File: src/rtl/axi_ram_pkg.sv
// axi_ram_pkg: encodings and helpers shared by the AXI RAM read and write front ends.
package axi_ram_pkg;

  localparam logic [1:0] BURST_FIXED = 2'b00;
  localparam logic [1:0] BURST_INCR  = 2'b01;
  localparam logic [1:0] BURST_WRAP  = 2'b10;

  localparam logic [1:0] RESP_OKAY   = 2'b00;

  typedef enum logic [0:0] {
    ST_IDLE  = 1'b0,
    ST_BURST = 1'b1
  } rd_state_t;

  // Limit a requested beat size to what the data bus can carry.
  function automatic logic [2:0] clamp_size(input logic [2:0] size, input logic [2:0] max_size);
    return (size > max_size) ? max_size : size;
  endfunction

endpackage

File: src/rtl/axi_ram_rd_skid.sv
// axi_ram_rd_skid: two-entry registered skid buffer with a registered upstream ready.
// The upstream ready is a flop, so the downstream ready never reaches it combinationally.
module axi_ram_rd_skid #(
  parameter int WIDTH = 8
) (
  input  logic             clk,
  input  logic             rst,
  input  logic [WIDTH-1:0] s_data,
  input  logic             s_valid,
  output logic             s_ready,
  output logic [WIDTH-1:0] m_data,
  output logic             m_valid,
  input  logic             m_ready
);

  logic [WIDTH-1:0] mem [2];
  logic             head;
  logic             tail;
  logic [1:0]       count;
  logic [1:0]       count_next;
  logic             ready_q;
  logic             push;
  logic             pop;

  assign push    = s_valid && ready_q;
  assign pop     = (count != 2'd0) && m_ready;
  assign s_ready = ready_q;
  assign m_valid = (count != 2'd0);
  assign m_data  = mem[head];

  // Occupancy after this cycle's push and pop.
  always_comb begin
    count_next = count;
    if (push && !pop) count_next = count + 2'd1;
    if (pop && !push) count_next = count - 2'd1;
  end

  // Pointers, occupancy and the registered "room for one more" flag.
  always_ff @(posedge clk) begin
    if (!rst) begin
      head    <= 1'b0;
      tail    <= 1'b0;
      count   <= 2'd0;
      ready_q <= 1'b0;
    end else begin
      count   <= count_next;
      ready_q <= (count_next != 2'd2);
      if (push) tail <= ~tail;
      if (pop)  head <= ~head;
    end
  end

  // Payload storage; contents are meaningless while the slot is empty.
  always_ff @(posedge clk) begin
    if (push) mem[tail] <= s_data;
  end

endmodule

File: src/rtl/axi_ram_rd_if.sv
// axi_ram_rd_if: AXI4 read-channel slave front end for on-chip RAM.
// Expands each AR burst into per-beat RAM read commands and returns RAM
// read data on the R channel through a two-entry skid buffer.
module axi_ram_rd_if #(
  parameter int DATA_WIDTH    = 32,
  parameter int ADDR_WIDTH    = 16,
  parameter int STRB_WIDTH    = DATA_WIDTH / 8,
  parameter int ID_WIDTH      = 8,
  parameter int ARUSER_ENABLE = 0,
  parameter int ARUSER_WIDTH  = 1,
  parameter int RUSER_ENABLE  = 0,
  parameter int RUSER_WIDTH   = 1
) (
  input  logic                    clk,
  input  logic                    rst,

  input  logic [ID_WIDTH-1:0]     s_axi_arid,
  input  logic [ADDR_WIDTH-1:0]   s_axi_araddr,
  input  logic [7:0]              s_axi_arlen,
  input  logic [2:0]              s_axi_arsize,
  input  logic [1:0]              s_axi_arburst,
  input  logic                    s_axi_arlock,
  input  logic [3:0]              s_axi_arcache,
  input  logic [2:0]              s_axi_arprot,
  input  logic [3:0]              s_axi_arqos,
  input  logic [3:0]              s_axi_arregion,
  input  logic [ARUSER_WIDTH-1:0] s_axi_aruser,
  input  logic                    s_axi_arvalid,
  output logic                    s_axi_arready,

  output logic [ID_WIDTH-1:0]     s_axi_rid,
  output logic [DATA_WIDTH-1:0]   s_axi_rdata,
  output logic [1:0]              s_axi_rresp,
  output logic                    s_axi_rlast,
  output logic [RUSER_WIDTH-1:0]  s_axi_ruser,
  output logic                    s_axi_rvalid,
  input  logic                    s_axi_rready,

  output logic [ID_WIDTH-1:0]     ram_rd_cmd_id,
  output logic [ADDR_WIDTH-1:0]   ram_rd_cmd_addr,
  output logic                    ram_rd_cmd_lock,
  output logic [3:0]              ram_rd_cmd_cache,
  output logic [2:0]              ram_rd_cmd_prot,
  output logic [3:0]              ram_rd_cmd_qos,
  output logic [3:0]              ram_rd_cmd_region,
  output logic [ARUSER_WIDTH-1:0] ram_rd_cmd_auser,
  output logic                    ram_rd_cmd_en,
  output logic                    ram_rd_cmd_last,
  input  logic                    ram_rd_cmd_ready,

  input  logic [ID_WIDTH-1:0]     ram_rd_resp_id,
  input  logic [DATA_WIDTH-1:0]   ram_rd_resp_data,
  input  logic                    ram_rd_resp_last,
  input  logic [RUSER_WIDTH-1:0]  ram_rd_resp_user,
  input  logic                    ram_rd_resp_valid,
  output logic                    ram_rd_resp_ready
);

  import axi_ram_pkg::*;

  localparam int SIZE_MAX  = $clog2(STRB_WIDTH);
  localparam int PAYLOAD_W = ID_WIDTH + DATA_WIDTH + 1 + RUSER_WIDTH;

  if ((STRB_WIDTH < 1) || ((STRB_WIDTH & (STRB_WIDTH - 1)) != 0) ||
      ((DATA_WIDTH % STRB_WIDTH) != 0)) begin : g_strb_check
    $error("axi_ram_rd_if: STRB_WIDTH must be a power of two that divides DATA_WIDTH");
  end

  rd_state_t                 state, state_next;
  logic                      arready_q, arready_next;
  logic                      cmd_valid_q, cmd_valid_next;
  logic                      last_q, last_next;
  logic [7:0]                count_q, count_next;
  logic [2:0]                size_q, size_next;
  logic [1:0]                burst_q, burst_next;
  logic [ID_WIDTH-1:0]       id_q, id_next;
  logic [ADDR_WIDTH-1:0]     addr_q, addr_next;
  logic                      lock_q, lock_next;
  logic [3:0]                cache_q, cache_next;
  logic [2:0]                prot_q, prot_next;
  logic [3:0]                qos_q, qos_next;
  logic [3:0]                region_q, region_next;
  logic [ARUSER_WIDTH-1:0]   auser_q, auser_next;
  logic [ADDR_WIDTH-1:0]     stride;

  // Byte step between beats; the address simply wraps at the top of the space.
  assign stride = ADDR_WIDTH'(1) << size_q;

  // Burst expansion: next state, next command fields and next arready.
  always_comb begin
    state_next     = state;
    arready_next   = arready_q;
    cmd_valid_next = cmd_valid_q;
    last_next      = last_q;
    count_next     = count_q;
    size_next      = size_q;
    burst_next     = burst_q;
    id_next        = id_q;
    addr_next      = addr_q;
    lock_next      = lock_q;
    cache_next     = cache_q;
    prot_next      = prot_q;
    qos_next       = qos_q;
    region_next    = region_q;
    auser_next     = auser_q;

    case (state)
      ST_IDLE: begin
        arready_next = 1'b1;
        if (s_axi_arvalid && arready_q) begin
          id_next        = s_axi_arid;
          addr_next      = s_axi_araddr;
          lock_next      = s_axi_arlock;
          cache_next     = s_axi_arcache;
          prot_next      = s_axi_arprot;
          qos_next       = s_axi_arqos;
          region_next    = s_axi_arregion;
          auser_next     = s_axi_aruser;
          count_next     = s_axi_arlen;
          size_next      = clamp_size(s_axi_arsize, 3'(SIZE_MAX));
          burst_next     = s_axi_arburst;
          cmd_valid_next = 1'b1;
          last_next      = (s_axi_arlen == 8'd0);
          arready_next   = 1'b0;
          state_next     = ST_BURST;
        end
      end
      ST_BURST: begin
        arready_next = 1'b0;
        if (cmd_valid_q && ram_rd_cmd_ready) begin
          // WRAP bursts are walked like INCR; only FIXED holds the address.
          if (burst_q != BURST_FIXED) addr_next = addr_q + stride;
          if (count_q == 8'd0) begin
            cmd_valid_next = 1'b0;
            arready_next   = 1'b1;
            state_next     = ST_IDLE;
          end else begin
            count_next = count_q - 8'd1;
            last_next  = (count_q == 8'd1);
          end
        end
      end
      default: begin
        state_next     = ST_IDLE;
        cmd_valid_next = 1'b0;
        arready_next   = 1'b0;
      end
    endcase
  end

  // Control state; reset abandons any burst in progress.
  always_ff @(posedge clk) begin
    if (!rst) begin
      state       <= ST_IDLE;
      arready_q   <= 1'b0;
      cmd_valid_q <= 1'b0;
    end else begin
      state       <= state_next;
      arready_q   <= arready_next;
      cmd_valid_q <= cmd_valid_next;
    end
  end

  // Command fields; only meaningful while cmd_valid_q is set.
  always_ff @(posedge clk) begin
    last_q   <= last_next;
    count_q  <= count_next;
    size_q   <= size_next;
    burst_q  <= burst_next;
    id_q     <= id_next;
    addr_q   <= addr_next;
    lock_q   <= lock_next;
    cache_q  <= cache_next;
    prot_q   <= prot_next;
    qos_q    <= qos_next;
    region_q <= region_next;
    auser_q  <= auser_next;
  end

  assign s_axi_arready     = arready_q;
  assign ram_rd_cmd_en     = cmd_valid_q;
  assign ram_rd_cmd_last   = last_q;
  assign ram_rd_cmd_id     = id_q;
  assign ram_rd_cmd_addr   = addr_q;
  assign ram_rd_cmd_lock   = lock_q;
  assign ram_rd_cmd_cache  = cache_q;
  assign ram_rd_cmd_prot   = prot_q;
  assign ram_rd_cmd_qos    = qos_q;
  assign ram_rd_cmd_region = region_q;
  assign ram_rd_cmd_auser  = (ARUSER_ENABLE != 0) ? auser_q : '0;

  logic [PAYLOAD_W-1:0]   resp_payload;
  logic [PAYLOAD_W-1:0]   r_payload;
  logic [RUSER_WIDTH-1:0] r_user_raw;

  // ID, last and user come from the RAM return, not from the issued command.
  assign resp_payload = {ram_rd_resp_id, ram_rd_resp_data, ram_rd_resp_last, ram_rd_resp_user};

  axi_ram_rd_skid #(
    .WIDTH (PAYLOAD_W)
  ) u_skid (
    .clk     (clk),
    .rst     (rst),
    .s_data  (resp_payload),
    .s_valid (ram_rd_resp_valid),
    .s_ready (ram_rd_resp_ready),
    .m_data  (r_payload),
    .m_valid (s_axi_rvalid),
    .m_ready (s_axi_rready)
  );

  assign {s_axi_rid, s_axi_rdata, s_axi_rlast, r_user_raw} = r_payload;
  assign s_axi_ruser = (RUSER_ENABLE != 0) ? r_user_raw : '0;
  assign s_axi_rresp = RESP_OKAY;

endmodule

File: config.mk
export PLATFORM = sky130hd
export DESIGN_NAME = axi_ram_rd_if
export DESIGN_NICKNAME = d
export VERILOG_FILES = /design/src/rtl/axi_ram_pkg.sv /design/src/rtl/axi_ram_rd_skid.sv /design/src/rtl/axi_ram_rd_if.sv
export SDC_FILE = /design/constraint.sdc
export NUM_CORES = 1
export LEC_CHECK = 0
export CAP_MARGIN = 20
export CORE_MARGIN = 2
export CORE_UTILIZATION = 35
export CTS_BUF_LIST = sky130_fd_sc_hd__clkbuf_16
export CTS_CLUSTER_SIZE = 14
export DETAILED_ROUTE_END_ITERATION = 7
export GPL_ROUTABILITY_DRIVEN = 0
export GPL_TIMING_DRIVEN = 0
export PLACE_DENSITY_LB_ADDON = 0.1
export SLEW_MARGIN = 30
export SYNTH_ARGS = -nofsm -noshare
export SYNTH_HDL_FRONTEND = slang
export SYNTH_SLANG_ARGS = --single-unit
File: constraint.sdc
create_clock -name clk -period 3.8 [get_ports clk]
set_clock_uncertainty 0.1 [all_clocks]
set_input_delay 0.57 -clock clk [delete_from_list [all_inputs] [get_ports clk]]
set_output_delay 0.57 -clock clk [all_outputs]
set_load 0.02 [all_outputs]
Word level (Yosys, flattened, before mapping)

Memory sizes are Yosys's and may differ from the RTL's. A register that Yosys moved wholly into a read port is not among the register bits.
Index checks and enable logic that the tools add are counted.

$add $sub $neg: 4
Order comparisons: 1
Equal/unequal tests: 7
Shifts and indexed selects: 1
Multiplexer cells: 30
Bitwise operators: 3
Reductions and logical operators: 16

Operators with widths:

| cell                   | count |
|---|---|
| $mux W16               | 3 |
| $pmux W16 S2           | 1 |
| $mux W8                | 3 |
| $add A16 B16 Y16       | 1 |
| $logic_not A8 Y1       | 2 |
| $mux W1                | 16 |
| $pmux W8 S2            | 1 |
| $shl A1 B3 Y16 const A | 1 |
| $reduce_and A3 Y1      | 3 |
| $eq A8 B1 Y1 const B   | 1 |
| $pmux W1 S2            | 4 |
| $sub A8 B1 Y8 const B  | 1 |
| $logic_and A1 B1 Y1    | 6 |
| $ne A2 B1 Y1 const B   | 3 |
| $ne A2 B2 Y1 const B   | 3 |
| $mux W2                | 2 |
| $reduce_bool A2 Y1     | 2 |
| $gt A3 B2 Y1 const B   | 1 |
| $not A1 Y1             | 3 |
| $add A2 B1 Y2 const B  | 1 |
| $logic_not A1 Y1       | 2 |
| $reduce_and A2 Y1      | 1 |
| $sub A2 B1 Y2 const B  | 1 |

Flip-flop bits (word level): 62
RAM bits: 84
Input port bits: 102
Output and inout port bits: 90
Word-level logic and storage cells: 81
Memories: 1

Memory list:

| name       | words | width | rd ports | clocked after memory_dff | wr ports | line                  | source |
|---|---|---|---|---|---|---|---|
| u_skid.mem | 2     | 42    | 1        | 1                        | 1        | axi_ram_rd_skid.sv:16 | `logic [WIDTH-1:0] mem [2];` |

Longest topological paths before layout

Gate-level depths: netlist of the first run.

Word-level depth: 7
Mapped depth: 8
Mapped depth without buffers: 8

Hierarchy

From an unflattened synthesis of the first run, not the netlist that was laid out.

Cell total of the unflattened synthesis: 408
Area total of the unflattened synthesis: 6266.0 µm²

Modules (own cells, without submodules):

| module          | times used | cells each | area each (µm²) |
|---|---|---|---|
| axi_ram_rd_skid | 1          | 167        | 3357.0 |
| axi_ram_rd_if   | 1          | 241        | 2909.0 |

Worst setup path after synthesis of the first run

Ideal clock, no wire load.

Kind: in2reg
From: input port ram_rd_resp_valid
To: memory u_skid.mem[0][10] (netlist bit) (enable)
Data arrival time: 2.425 ns
Required time: 3.259 ns
Slack: 0.834 ns
Stages: 2
Cells stage by stage: nand2_1 nor2_1

Word-level cells in the longest chain between the ends: 3

RTL lines:

| what                          | line                  | source |
|---|---|---|
| from (decl)                   | axi_ram_rd_if.sv:55   | `input logic ram_rd_resp_valid,` |
| $logic_and A1 B1 Y1           | axi_ram_rd_skid.sv:25 | `assign push = s_valid && ready_q;` |
| $mux W1                       | axi_ram_rd_skid.sv:55 | `if (push) mem[tail] <= s_data;` |
| $mux W1 (not written as such) | axi_ram_rd_skid.sv:55 |  |
| to (decl)                     | axi_ram_rd_skid.sv:16 |  |

Every way passes these cells.

==> results of run 1 <==
-- critical path: stages (launching register included) --
cell	delay [ps]
dfxtp_1	310
clkbuf_1	210
buf_2	320
mux2_2	370
clkdlybuf4s50_1	570
-- per-stage QoR --
| step | worst slack [ps] | cells |
|---|---|---|
| floorplan | 834 | 406 |
| global placement | -925 | 816 |
| detailed placement | 1180 | 819 |
| CTS | 866 | 850 |
| global route | 788 | 851 |
| finish | 939 | 851 |
-- cells by family after synthesis --
| group | count (synthesis) |
|---|---|
| fa+ha+maj | 13 |
| xor+xnor | 14 |
| other cells | 1 |
| buf+inv | 26 |
| compound gates | 54 |
| flops | 145 |
| simple gates | 101 |
| mux | 48 |
-- report_power, final --
part / leakage (nW) / internal [mW] / switching [mW] / total, mW
combinational: 1.58 / 0.566 / 0.533 / 1.10
clock: 0.285 / 1.01 / 0.615 / 1.63
sequential: 1.32 / 1.89 / 0.0475 / 1.93
-- path summary, 6_finish.rpt --
check	start	end	slack [ps]
worst min-delay path	u_skid.count[0]$_SDFF_PN0_	u_skid.s_ready$_SDFF_PN0_	350
worst max-delay path	flop	s_axi_rdata[17]	940
worst min register to register	u_skid.count[0]$_SDFF_PN0_	u_skid.s_ready$_SDFF_PN0_	350
worst max register to register	size_q[1]$_SDFFCE_PN1P_	ram_rd_cmd_addr[6]$_DFFE_PP_	1300
-- routing by layer --
metal  wire length [um]  GRT usage  up-vias  share of wire
met5                  0          0        -              0
met4                228     0.0619        0          0.016
met3                902     0.0493       16          0.065
met2               6970      0.251      124           0.50
met1               5720      0.178     1879           0.41
li1                   -          -     1945              -
-- flip-flops by register name, summed over array words and instances (netlist names), 2 cells and up, named ones only --
register / count
count_q: 8
ram_rd_cmd_id: 8
ram_rd_cmd_region: 4
ram_rd_cmd_addr: 16
ram_rd_cmd_qos: 4
size_q: 3
burst_q: 2
u_skid.mem: 82
ram_rd_cmd_prot: 3
u_skid.count: 2
ram_rd_cmd_cache: 4
-- area by class of cell --
cell class                      count  area [um^2]  share of cell area
Tap cell                          225          282              0.0314
Buffer                             16          114              0.0127
Timing Repair Buffer              189         1920               0.214
Clock buffer                       17          425              0.0474
Inverter                           10         37.5             0.00418
Sequential cell                   145         4260               0.475
Clock inverter                     14          150              0.0167
Multi-Input combinational cell    235         1780               0.199
-- cells in the mapped netlist (2+ instances only) --
cell type    n  area, um^2
dfxtp_1      9         180
or3_1        2        12.5
nand4_1      4        25.0
a31oi_1      3        18.8
buf_2        6        30.0
nand2_1     19        71.3
nor3b_1      4        30.0
nand3b_1     2        15.0
a21oi_2      3        26.3
inv_1       10        37.5
a21o_1       5        37.5
xor2_1       6        52.6
nand3_2      2        20.0
and3_1       5        31.3
nor2_1      25        93.8
o21ai_0      8        40.0
ha_1        12         150
a211o_1      2        17.5
mux2_2      48         541
and2_1       5        31.3
a2111o_1     2        22.5
a21oi_1     19        95.1
buf_4        7        52.6
nand3_1     13        65.1
clkbuf_8     2        27.5
nor3_1       7        35.0
nand2b_1     2        12.5
edfxtp_1   136        4080
nor4_1       2        12.5
o21ai_2      3        26.3
xnor2_1      8        70.1
==> metrics, run 1 <==
Post-DP HPWL=roughly 10000 um; # DRC=0; Die Ht=approximately 140 um; Die Area=around 0.019 mm^2; largest net degree at the start of global routing=42; Max Slew Vio Count=0; Post-synth EDFFs=136; CTS clk-pin slew, worst paths=60 ps; Hold Crit Depth=1; Syn Std Cell Area=0.00617 mm^2; RSZ-0062 raised after global routing=false; Slew @ Worst Pin=641 ps; Core Box Area=between 0.015 and 0.02 mm^2; total negative slack=0 ps; Critical Path RT=roughly 3100 ps; drt via density=4.66; Hold-fix buffers, CTS=0; Max Clk Rate=349 MHz; starting density of the core=0.358; GRT Total Usage=0.150; post-synthesis compound-gate area fraction=0.0611; total wire length=13800 um; Worst EP arrival=2190 ps; post-synth cell types=52; post-route ant nets=0; mux cell area share after synthesis=0.0876; Mean Syn Cell Area=15.3 um^2; Cells after Synth=402; synth-to-layout area growth=45.6%; final hold violations=0; Hold WC Path Type=flop to flop; Worst VDD drop=0.343 mV; CTS tree=done; First-pass DRT Iterations=4; crit-path max FO=10; Ports=~190; # setup viols final=0; layout cells sized above 1=0.179; CTS Root Cell=clkbuf_16; status=finished, final reports clean; kind of critical path=flop to primary output; setup bufs post-CTS=0; P_leak=around 3.2 nW; Setup crit end kind=primary output; relative slew slack=0.572; ant diodes=0; sequential share of the synthesized area=0.691; Nets=729; Ys Warns=0; placed cell area=0.00840 mm^2; #FFs+latches synth=145; P per Cell Area=519 mW/mm^2; most frequent cells in the layout=clkdlybuf4s50_1 (185), edfxtp_1 (136), mux2_2 (48); clock buffers created by TritonCTS=17; commonest non-fill, non-tap cell in the layout=clkdlybuf4s50_1; grt ovf=0; vias=slightly below 4k; Bufs on Longest Clock Path=2; Worst R2R Path Depth=7; Overall Power=4.66 mW; H-tree lvl count=4; largest family of logic cells by synthesized area=multiplexers; fin crit share=0.753; adder-cell share of the synthesized area=0.0276; Max Cap Violations=0; Post-Synth Simple-Gate Area=0.0872; xor/xnor share of the synthesized area=0.0199; first-pass GRT wire length=21100 um; WL per Instance=16.2 um; Final Cell Area=0.00898 mm^2; vias in the first global route=4051; Port Buffers=~190; Placement Rows=48; First DRT Iteration DRCs=approximately 190; CTS resizes=0; Layout fillers=1489; Clock Latency Late Sink=410 ps; Final Core Density=0.521; final hold slack=352 ps; initial antenna violation count=0; clock sink count=~150; minimum clock period=2860 ps; Top FF cell, synth=edfxtp_1; startpoint types=flop; fraction of registers with async set/reset=0; die width=roughly 140 um
Power figures use the tool's default switching activity.
==> run 2, diff against run 1 <==
- clock period: 3.8 -> 2.41 ns (I/O delays scaled with it)
==> metrics, run 2 (same netlist as run 1, synthesis figures left out) <==
status=finished with violations; failing checks=negative setup slack; layout cells sized above 1=0.223 (+0.0444); Max Slew Vio Count=0 (unchanged); Die Ht=137 um (unchanged); CTS Root Cell=clkbuf_16; WL per Instance=16.2 um (-0.45%); startpoint types=flop; synth-to-layout area growth=49.1%; GRT Total Usage=0.150 (-0.000155); clock sink count=145 (unchanged); First DRT Iteration DRCs=173 (-9.4%); minimum clock period=2480 ps; fin crit share=1.03; Max Clk Rate=404 MHz; number of flip-flops in the largest register=82 (unchanged); Worst EP arrival=2530 ps (+340 ps); Core Box Area=0.0172 mm^2 (unchanged); initial antenna violation count=0 (unchanged); Die Area=0.0187 mm^2 (unchanged); RSZ-0062 raised after global routing=true; first-pass GRT wire length=21100 um (+0.26%); largest net degree at the start of global routing=42 (unchanged); Max Cap Violations=0 (unchanged); First-pass DRT Iterations=4 (unchanged); post-route insts no fill=861 (+1.2%); Worst VDD drop=0.476 mV (+39%); # setup viols final=7 (+7); vias in the first global route=4205 (+3.8%); Top reg by flops=u_skid.mem; Overall Power=7.29 mW (+56%); CP endpoint=ram_rd_cmd_addr[7]$_DFFE_PP_; reg2reg setup slack=-70 ps (-1370 ps); reg-to-reg startpoint=size_q[1]$_SDFFCE_PN1P_; Post-DP HPWL=9950 um (-0.70%); Worst R2R End=ram_rd_cmd_addr[7]$_DFFE_PP_; final hold slack=396 ps (+44.0 ps); drt via density=4.68 (+0.56%); P_leak=3.44 nW (+7.9%); P per Cell Area=793 mW/mm^2 (+53%); total wire length=13900 um (+0.72%); Placement Rows=48 (unchanged); Worst R2R Path Depth=9 (+2); Hold-fix buffers, CTS=0 (unchanged); relative slew slack=0.566 (-0.00568); Ports=192 (unchanged); post-route ant nets=0 (unchanged); H-tree lvl count=4 (unchanged); crit path launch=size_q[1]$_SDFFCE_PN1P_; ant diodes=0 (unchanged); CTS clk-pin slew, worst paths=70 ps (about the same); placed cells=819 (unchanged); starting density of the core=0.358 (unchanged); Bufs on Longest Clock Path=2 (unchanged); final hold violations=0 (unchanged); clock buffers created by TritonCTS=17 (unchanged); # DRC=0 (unchanged); Port Buffers=185 (unchanged); CTS tree=done; vias=4033 (+1.7%); commonest non-fill, non-tap cell in the layout=clkdlybuf4s50_1; Clock Latency Late Sink=410 ps (about the same); Setup crit end kind=flop; Slew @ Worst Pin=650 ps (+8.51 ps); most frequent cells in the layout=clkdlybuf4s50_1 (152), edfxtp_1 (136), mux2_2 (46); grt ovf=0 (unchanged); crit-path max FO=8 (-2); Nets=738 (+1.2%); Hold WC Path Type=input port to flop; kind of critical path=flop to flop; Critical Path RT=2460 ps (-670 ps); final setup margin=-67.8 ps (-1010 ps); die width=137 um (unchanged)
run 2: cell types whose count changed in the layout (fill, tap and decap cells not counted), moves of 3 or more:
cell,previous run,this run
dlygate4sd2_1,0,13
dlymetal6s2s_1,0,20
clkinv_1,3,0
ha_1,12,8
clkdlybuf4s50_1,185,152
buf_2,7,2
inv_6,1,5
buf_4,7,18
nor3b_1,4,1
nor3b_2,0,3
inv_1,12,9
run 2: per-layer routing:
layer	GRT usage	vias to the layer above	share of wire
li1	-	1968	-
met1	0.177	1906	0.41
met2	0.242	140	0.48
met3	0.0633	19	0.089
met4	0.0602	0	0.018
met5	0	-	0
run 2: power by group:
group	switching [mW]	total, mW	internal, mW
clock	1.08	2.53	1.45
sequential	0.0858	3.06	2.97
combinational	0.836	1.70	0.864
run 2: worst min path at each step:
stage / startpoint / end / slack (ps) / depth (start not counted)
3_3_place_gp: u_skid.count[0]$_SDFF_PN0_ / u_skid.s_ready$_SDFF_PN0_ / 350 / 1
3_5_place_dp: u_skid.count[0]$_SDFF_PN0_ / u_skid.s_ready$_SDFF_PN0_ / 390 / 1
2_1_floorplan: u_skid.count[0]$_SDFF_PN0_ / u_skid.s_ready$_SDFF_PN0_ / 330 / 1
4_1_cts: s_axi_arid[1] / ram_rd_cmd_id[1]$_DFFE_PP_ / 370 / 1
5_1_grt: s_axi_arid[1] / ram_rd_cmd_id[1]$_DFFE_PP_ / 380 / 1
6_report: s_axi_arid[1] / ram_rd_cmd_id[1]$_DFFE_PP_ / 400 / 1
run 2: cell type report:
class | count | area (um^2)
inverter | 10 | 37.5
tap | 225 | 282
clock buffer | 17 | 425
fill | 1457 | 8040
clock inverter | 15 | 151
buffer | 15 | 128
multi-input combinational | 235 | 1880
sequential | 145 | 4270
timing repair buffer | 199 | 2030
run 2: worst max-delay path: stages, from the launching register on:
cell      delay (ps)
edfxtp_1         530
buf_6            180
nor3b_2          160
ha_1             260
buf_6            150
a21oi_4          130
and2_4           160
a21boi_2          60
o21ai_1          130
or3b_1           370
run 2: what timing repair did:
item | 4_1_cts | 5_1_grt
resized for setup | 29 | 34
setup endpoints to repair | 48 | 31
pin swaps | 8 | 14
setup buffers | 3 | 7
run 2: metrics by stage:
stage          setup TNS (ps)  instance area, um^2  setup WS, ps   util
6_report                 -217                 9200         -67.8  0.534
5_1_grt                 -1110                 9200          -168  0.534
4_1_cts                 -4.12                 9030         -4.12  0.524
3_5_place_dp             -570                 8390          -113  0.487
3_3_place_gp           -69050                 8320          -866  0.483
2_1_floorplan               0                 6180          84.5      -
